**src/rtl/stq_pkg.sv**
```systemverilog
// Shared store-queue types: drain FSM states, entry layout, size codes.
// Entry field widths here set the default address/data widths of the STQ.
package stq_pkg;

    localparam int STQ_ADDR_W = 32;
    localparam int STQ_DATA_W = 32;

    localparam logic [1:0] SIZE_B = 2'd0;
    localparam logic [1:0] SIZE_H = 2'd1;
    localparam logic [1:0] SIZE_W = 2'd2;

    typedef enum logic {
        DRAIN_EMPTY,
        DRAIN_FULL
    } drain_state_e;

    typedef struct packed {
        logic [STQ_ADDR_W-1:0] addr;
        logic [STQ_DATA_W-1:0] data;
        logic [1:0]            size;
    } stq_entry_t;

endpackage

```
**src/rtl/stq_commit_drain.sv**
```systemverilog
// In-order STQ drain: reads committed entries at the head, issues them to
// the D-cache write port and returns each freed index to the allocator.
module stq_commit_drain
    import stq_pkg::*;
#(
    parameter int DEPTH      = 16,
    parameter int INDEX      = 4,
    parameter int ADDR_WIDTH = STQ_ADDR_W,
    parameter int DATA_WIDTH = STQ_DATA_W
) (
    input  logic                  clk,
    input  logic                  reset,
    input  logic [1:0]            commitCnt_i,
    output logic [INDEX-1:0]      stqRdAddr_o,
    input  logic [ADDR_WIDTH-1:0] stqAddr_i,
    input  logic [DATA_WIDTH-1:0] stqData_i,
    input  logic [1:0]            stqSize_i,
    output logic                  dcWrValid_o,
    output logic [ADDR_WIDTH-1:0] dcWrAddr_o,
    output logic [DATA_WIDTH-1:0] dcWrData_o,
    output logic [1:0]            dcWrSize_o,
    input  logic                  dcWrReady_i,
    output logic                  stqFreeValid_o,
    output logic [INDEX-1:0]      stqFreeIdx_o,
    output logic [INDEX:0]        pendingCnt_o,
    output logic                  drainEmpty_o,
    output logic                  commitOvf_o
);

    drain_state_e     state_q;
    drain_state_e     state_d;
    logic [INDEX-1:0] head_q;
    logic [INDEX:0]   pend_q;
    stq_entry_t       out_q;
    logic [INDEX-1:0] idx_q;
    logic             free_valid_q;
    logic [INDEX-1:0] free_idx_q;
    logic             ovf_q;

    logic             load;
    logic             xfer;
    logic [INDEX+1:0] pend_sum;
    logic             pend_ovf;

    always_comb begin
        state_d = state_q;
        load    = 1'b0;
        xfer    = 1'b0;
        unique case (state_q)
            DRAIN_EMPTY: begin
                if (pend_q != '0) begin
                    load    = 1'b1;
                    state_d = DRAIN_FULL;
                end
            end
            DRAIN_FULL: begin
                if (dcWrReady_i) begin
                    xfer    = 1'b1;
                    load    = (pend_q != '0);
                    state_d = load ? DRAIN_FULL : DRAIN_EMPTY;
                end
            end
            default: state_d = DRAIN_EMPTY;
        endcase
    end

    // One extra bit so a commit beyond DEPTH is visible before saturating.
    assign pend_sum = {1'b0, pend_q}
                    + (INDEX+2)'(commitCnt_i)
                    - (INDEX+2)'(load);
    assign pend_ovf = pend_sum > (INDEX+2)'(DEPTH);

    always_ff @(posedge clk) begin
        if (reset) begin
            state_q <= DRAIN_EMPTY;
        end else begin
            state_q <= state_d;
        end
    end

    always_ff @(posedge clk) begin
        if (reset) begin
            head_q       <= '0;
            pend_q       <= '0;
            out_q        <= '0;
            idx_q        <= '0;
            free_valid_q <= 1'b0;
            free_idx_q   <= '0;
            ovf_q        <= 1'b0;
        end else begin
            if (load) begin
                out_q.addr <= stqAddr_i;
                out_q.data <= stqData_i;
                out_q.size <= stqSize_i;
                idx_q      <= head_q;
                head_q     <= head_q + 1'b1;
            end
            pend_q       <= pend_ovf ? (INDEX+1)'(DEPTH)
                                     : pend_sum[INDEX:0];
            ovf_q        <= ovf_q | pend_ovf;
            free_valid_q <= xfer;
            if (xfer) begin
                free_idx_q <= idx_q;
            end
        end
    end

    assign stqRdAddr_o    = head_q;
    assign dcWrValid_o    = (state_q == DRAIN_FULL);
    assign dcWrAddr_o     = out_q.addr;
    assign dcWrData_o     = out_q.data;
    assign dcWrSize_o     = out_q.size;
    assign stqFreeValid_o = free_valid_q;
    assign stqFreeIdx_o   = free_idx_q;
    assign pendingCnt_o   = pend_q;
    assign drainEmpty_o   = (pend_q == '0) && (state_q == DRAIN_EMPTY);
    assign commitOvf_o    = ovf_q;

endmodule
```
**config.mk**
```make
export PLATFORM = sky130hd
export DESIGN_NAME = stq_commit_drain
export DESIGN_NICKNAME = d
export VERILOG_FILES = /design/src/rtl/stq_pkg.sv /design/src/rtl/stq_commit_drain.sv
export SDC_FILE = /design/constraint.sdc
export NUM_CORES = 1
export LEC_CHECK = 0
export CAP_MARGIN = 40
export CORE_MARGIN = 5
export CORE_UTILIZATION = 45
export CTS_BUF_LIST = sky130_fd_sc_hd__clkbuf_2
export DETAILED_ROUTE_END_ITERATION = 10
export HOLD_SLACK_MARGIN = 0.03
export MAX_ROUTING_LAYER = met4
export PLACE_DENSITY = 0.86
export SLEW_MARGIN = 15
export SYNTH_ARGS = -nofsm -noshare
export SYNTH_HDL_FRONTEND = slang
export SYNTH_SLANG_ARGS = --single-unit
```
**constraint.sdc**
```tcl
create_clock -name clk -period 6.3 [get_ports clk]
set_input_delay 1.26 -clock clk [delete_from_list [all_inputs] [get_ports clk]]
set_output_delay 1.26 -clock clk [all_outputs]
set_load 0.03 [all_outputs]
```
== Word level (Yosys, flattened, before mapping) ==
Index checks and enable logic that the tools add are counted.

* Bitwise gates (word level): 2
* Add/subtract/negate cells: 3
* Multiplexer cells: 8
* Reduce and logical (&&, ||, !) cells: 4
* Magnitude comparators: 1

{| class="wikitable"
|+ Operator list
! operator !! number
|-
| 5-bit by 2-bit adder with 6-bit output || 1
|-
| 6-bit by 5-bit > comparator with 1-bit output, second input constant || 1
|-
| 6-bit by 1-bit subtractor with 6-bit output || 1
|-
| 5-bit logical NOT || 1
|-
| 1-bit two-way mux || 5
|-
| 5-bit two-way mux || 1
|-
| 5-bit nonzero test || 1
|-
| 4-bit by 1-bit adder with 4-bit output, second input constant || 1
|-
| 1-bit case mux with 2 select lines || 2
|-
| 2-bit OR reduction || 1
|-
| 1-bit logical AND || 1
|-
| 1-bit NOT || 1
|-
| 1-bit bitwise OR || 1
|}

* Input port bits: 71
* Bits in registers: 86
* Output and inout port bits: 83
* Word-level logic and storage cells: 29

== Logic depth before layout (Yosys ltp) ==
* Depth in word-level cells: 6
* Mapped depth: 16
* Depth with buffers taken out: 15

== Worst setup path after synthesis ==
No wires, ideal clock.

* Path kind: input port to flip-flop
* Start point: in dcWrReady_i
* End point: reg pend_q[3] (netlist: pendingCnt_o[3])
* Arrival time: 3.457 ns
* Library setup time: 0.065 ns
* Required time: 6.235 ns
* Cell stages on the path: 14
* Slack: 2.778 ns
* Path buffers: 1
* Path through: nand2b_1 nand2_4 inv_2 clkbuf_1 ha_1 inv_1 ha_1 inv_1 fa_1 nor2b_1 o31ai_1 xnor2_1 a211o_1 nor2b_1

* Cells in the longest elaborated chain, start to end: 5

{| class="wikitable"
|+ RTL lines
! item !! RTL line !! RTL
|-
| from (decl) || stq_commit_drain.sv:22 || <nowiki>input logic dcWrReady_i,</nowiki>
|-
| 1-bit two-way mux (*) || stq_commit_drain.sv:57 || <nowiki>if (dcWrReady_i) begin</nowiki>
|-
| 1-bit case mux with 2 select lines (*) || stq_commit_drain.sv:49 || <nowiki>unique case (state_q)</nowiki>
|-
| 6-bit by 1-bit subtractor with 6-bit output (*) || stq_commit_drain.sv:70 || <nowiki>- (INDEX+2)'(load);</nowiki>
|-
| 6-bit by 5-bit > comparator with 1-bit output || stq_commit_drain.sv:71 || <nowiki>assign pend_ovf = pend_sum > (INDEX+2)'(DEPTH);</nowiki>
|-
| 2-bit OR reduction (no line) || - ||
|-
| to (signal assigned) || stq_commit_drain.sv:98 || <nowiki>pend_q <= pend_ovf ? (INDEX+1)'(DEPTH)</nowiki>
|-
| to (decl) || stq_commit_drain.sv:33 || <nowiki>logic [INDEX:0] pend_q;</nowiki>
|}

Mark *: on every way between the ends. The rest lies on a longest branch, timed or not.
A chain may end at the register's enable or synchronous reset.

== Worst setup path in the final report ==
Same ends and word-level chain as after synthesis.

==> results_dict.tcl <==
set metrics [dict create \
    dr_total_vias 3113 \
    register_area_um2 1720 \
    fin_crit_ns 4.04 \
    crit_path_max_fanout 72 \
    tns_ns 0 \
    crit_arrival_ns 4.49 \
    ant_nets 0 \
    syn_inst 400 \
    relSlewSlack_pct 44.4 \
    synth_top_family_by_area "simple AND/OR/NAND/NOR gates" \
    wl_um 9020 \
    cp.required_ns 6.75 \
    synthTopCellsByArea "dfxtp_1, nand2_1, a21oi_1" \
    most-common-layout-cells "clkdlybuf4s50_1, nand2_1, dfxtp_1" \
    placed_cell_area_um2 4770 \
    peakVddDrop_v 0.00104 \
    routabilityCongestion 0.835 \
    synthSimpleGateAreaFrac_pct 21.4 \
    ys_ff_latch 86 \
    initial_core_util_pct 45.6 \
    ys_seq_area_share_pct 52.9 \
    met2WireLength_um 4720 \
    place_ws_ns 1.75 \
    finalCritPeriodShare_pct 64.1 \
    max_stage_delay_ns 0.54 \
    post-cts-setup-buffers 0 \
    htree_levels 3 \
    ys_warn_count 0 \
    clk_latency_ns 0.51 \
    max_freq_mhz 248 \
    synth_xor_area_share_pct 1.62 \
    antenna_cells 0 \
    syn_area_um2 3250 \
    critical-path-top-delay-family "simple AND/OR/NAND/NOR gates" \
    top_layer "met4" \
    clock_sinks 86 \
    synth-compound-area-share_pct 13.5 \
    powerDensity_nw_per_um2 564 \
    yosysTopAreaCell "dfxtp_1" \
    drive_above_1_share_pct 3.48 \
    grt_overflow 0 \
    p_leak_nw 1.88 \
    die_w_um 95.0 \
    nNetsFinal 623 \
    grtUsageTotal_pct 19.6 \
    setup_viol 0 \
    port_buffers 153 \
    startpoint_type "input port" \
    drt_iter0_markers 160 \
    chipHeight_um 95.0 \
    vias_per_cell 4.83 \
    worst_r2r_endpoint "pendingCnt_o[3]" \
    syn_avg_cell_area_um2 8.13 \
    core_area_um2 7140 \
    wl_met3_um 586 \
    setup_ws_ns 2.26 \
    crit_path_cell_trace "clkdlybuf4s50_1, nand2b_1, nand2_4, inv_2, ha_1, inv_1, ha_1, inv_1, fa_1, nor2b_1, o31ai_1, xnor2_1, a211o_1, nor2b_1" \
    rr_startpoint "pendingCnt_o[2]" \
    hold_path.class "reg -> reg" \
    met1Wirelength_um 3530 \
    hold_viol 0 \
    synth_top_area_share_pct 52.9 \
    area_growth_pct 50.3 \
    finalInstanceArea_um2 4890 \
    clockBufferDepth 2 \
    grt_pass1_wl_um 13500 \
    dpl.cell_count 630 \
    multi_input_area_um2 1330 \
    grt_pass1_vias 2976 \
    remaining_drc_errors 0 \
    cp-end-kind "flop" \
    muxShareOfSynthArea_pct 0.308 \
    rr_worst_depth 15 \
    finalMaxSlewViolations 0 \
    numCtsBuffers 9 \
    drv_cap 0 \
    critical-path-slowest-cell "nand2_4" \
    detailed_place_hpwl_um 6420 \
    io_pins 154 \
    cts.clk_slew.worst_paths_ns 0.19 \
    cts_resized 0 \
    first_pass_iters 4 \
    routedWlPerCell_um 14.0 \
    tightest_slew_ns 0.834 \
    hold_end "dcWrData_o[24]" \
    cts_tree "yes" \
    reg2reg_slack_ns 2.65 \
    layout_commonest_cell "clkdlybuf4s50_1" \
    fin_skew_ns 0.0237 \
    outcome "finished clean" \
    cts-root-buf "clkbuf_2" \
    critPathLaunch "dcWrReady_i" \
    worstSetupPathType "in -> reg" \
    path_buf_inv 4 \
    rsz0062_at_grt "no" \
    nFillCells 631 \
    final_cells 645 \
    min-delay-start "dcWrData_o[24]" \
    postCtsHoldBufs 0 \
    synth.distinct_cells 26 \
    synth_fa_ha_area_share_pct 4.08 \
    whs_path_depth 2 \
    syn_nets 481 \
    die_area_um2 9030 \
    antenna_found_initial 0 \
    grt_max_degree 84 \
    rows 31 \
]
cell type report:
| class | instances | area share, % |
|---|---|---|
| sequential | 86 | 35.2 |
| multi-input combinational | 277 | 27.2 |
| tap | 99 | 2.53 |
| clock inverter | 6 | 1.59 |
| timing repair buffer | 155 | 31.5 |
| inverter | 13 | 0.998 |
| clock buffer | 9 | 0.921 |
worst max path at each step:
| stage | depth (start not counted) | slack (ns) | to |
|---|---|---|---|
| after floorplan | 14 | 2.78 | pendingCnt_o[3] |
| after CTS | 14 | 2.30 | pendingCnt_o[3] |
| final | 14 | 2.26 | pendingCnt_o[3] |
| after global routing | 14 | 2.01 | pendingCnt_o[2] |
| after detailed placement | 14 | 1.75 | pendingCnt_o[3] |
| after global placement | 14 | 1.90 | pendingCnt_o[3] |
where the power goes:
group	switching [mW]	internal, mW	leakage, nW
Combinational	1.05	0.604	1.10
Clock	0.172	0.126	0.0766
Sequential	0.0971	0.714	0.706
Total	1.32	1.44	1.88
through the flow:
stage | utilization [%] | hold slack, ns | power (mW)
after global routing | 68.5 | 0.488 | 2.96
final | 68.5 | 0.468 | 2.76
after CTS | 68.5 | 0.468 | 2.77
after global placement | 66.8 | 0.442 | 2.41
after floorplan | - | 0.437 | 2.02
after detailed placement | 66.8 | 0.445 | 2.47
cell usage after synthesis:
cell type	n
nand2b_1	2
fa_1	1
inv_2	1
xor2_1	4
dfxtp_1	86
xnor2_1	2
buf_2	7
o21ai_0	2
nand2_1	149
nor2b_1	3
mux2i_1	1
nand3_1	5
nand2_4	1
nor2_1	10
o31ai_1	1
a211o_1	1
or4b_4	1
inv_1	12
nor3_1	1
nor3b_1	1
nand4_1	1
a21oi_1	81
clkbuf_1	10
a21o_1	1
buf_6	7
ha_1	9
flip-flops by register name, summed over array words and instances, names as in the netlist:
signal and flops:
stqFreeIdx_o 4, stqRdAddr_o 4, pendingCnt_o 5, commitOvf_o 1
dcWrAddr_o 32, idx_q 4, stqFreeValid_o 1, dcWrData_o 32
dcWrValid_o 1, dcWrSize_o 2
tightest hold or removal path, cell delays in order, from the launching register on:
cell and delay [ns]:
dfxtp_1 0.35, nand2_1 0.05, a21oi_1 0.05
metal layers:
| metal | vias up | track usage, % |
|---|---|---|
| met5 | - | - |
| met4 | 0 | 8.17 |
| met3 | 20 | 4.81 |
| met2 | 106 | 35.3 |
| met1 | 1423 | 20.3 |
| li1 | 1564 | - |
cells by family (layout without fill, tap and decap cells):
logic type | after synthesis | count (layout)
simple gates | 174 | 174
compound gates | 86 | 86
flops | 86 | 86
buf+inv | 37 | 183
fa+ha+maj | 10 | 10
xor+xnor | 6 | 6
mux | 1 | 1
No activity file was read; power rests on OpenSTA's default activity.
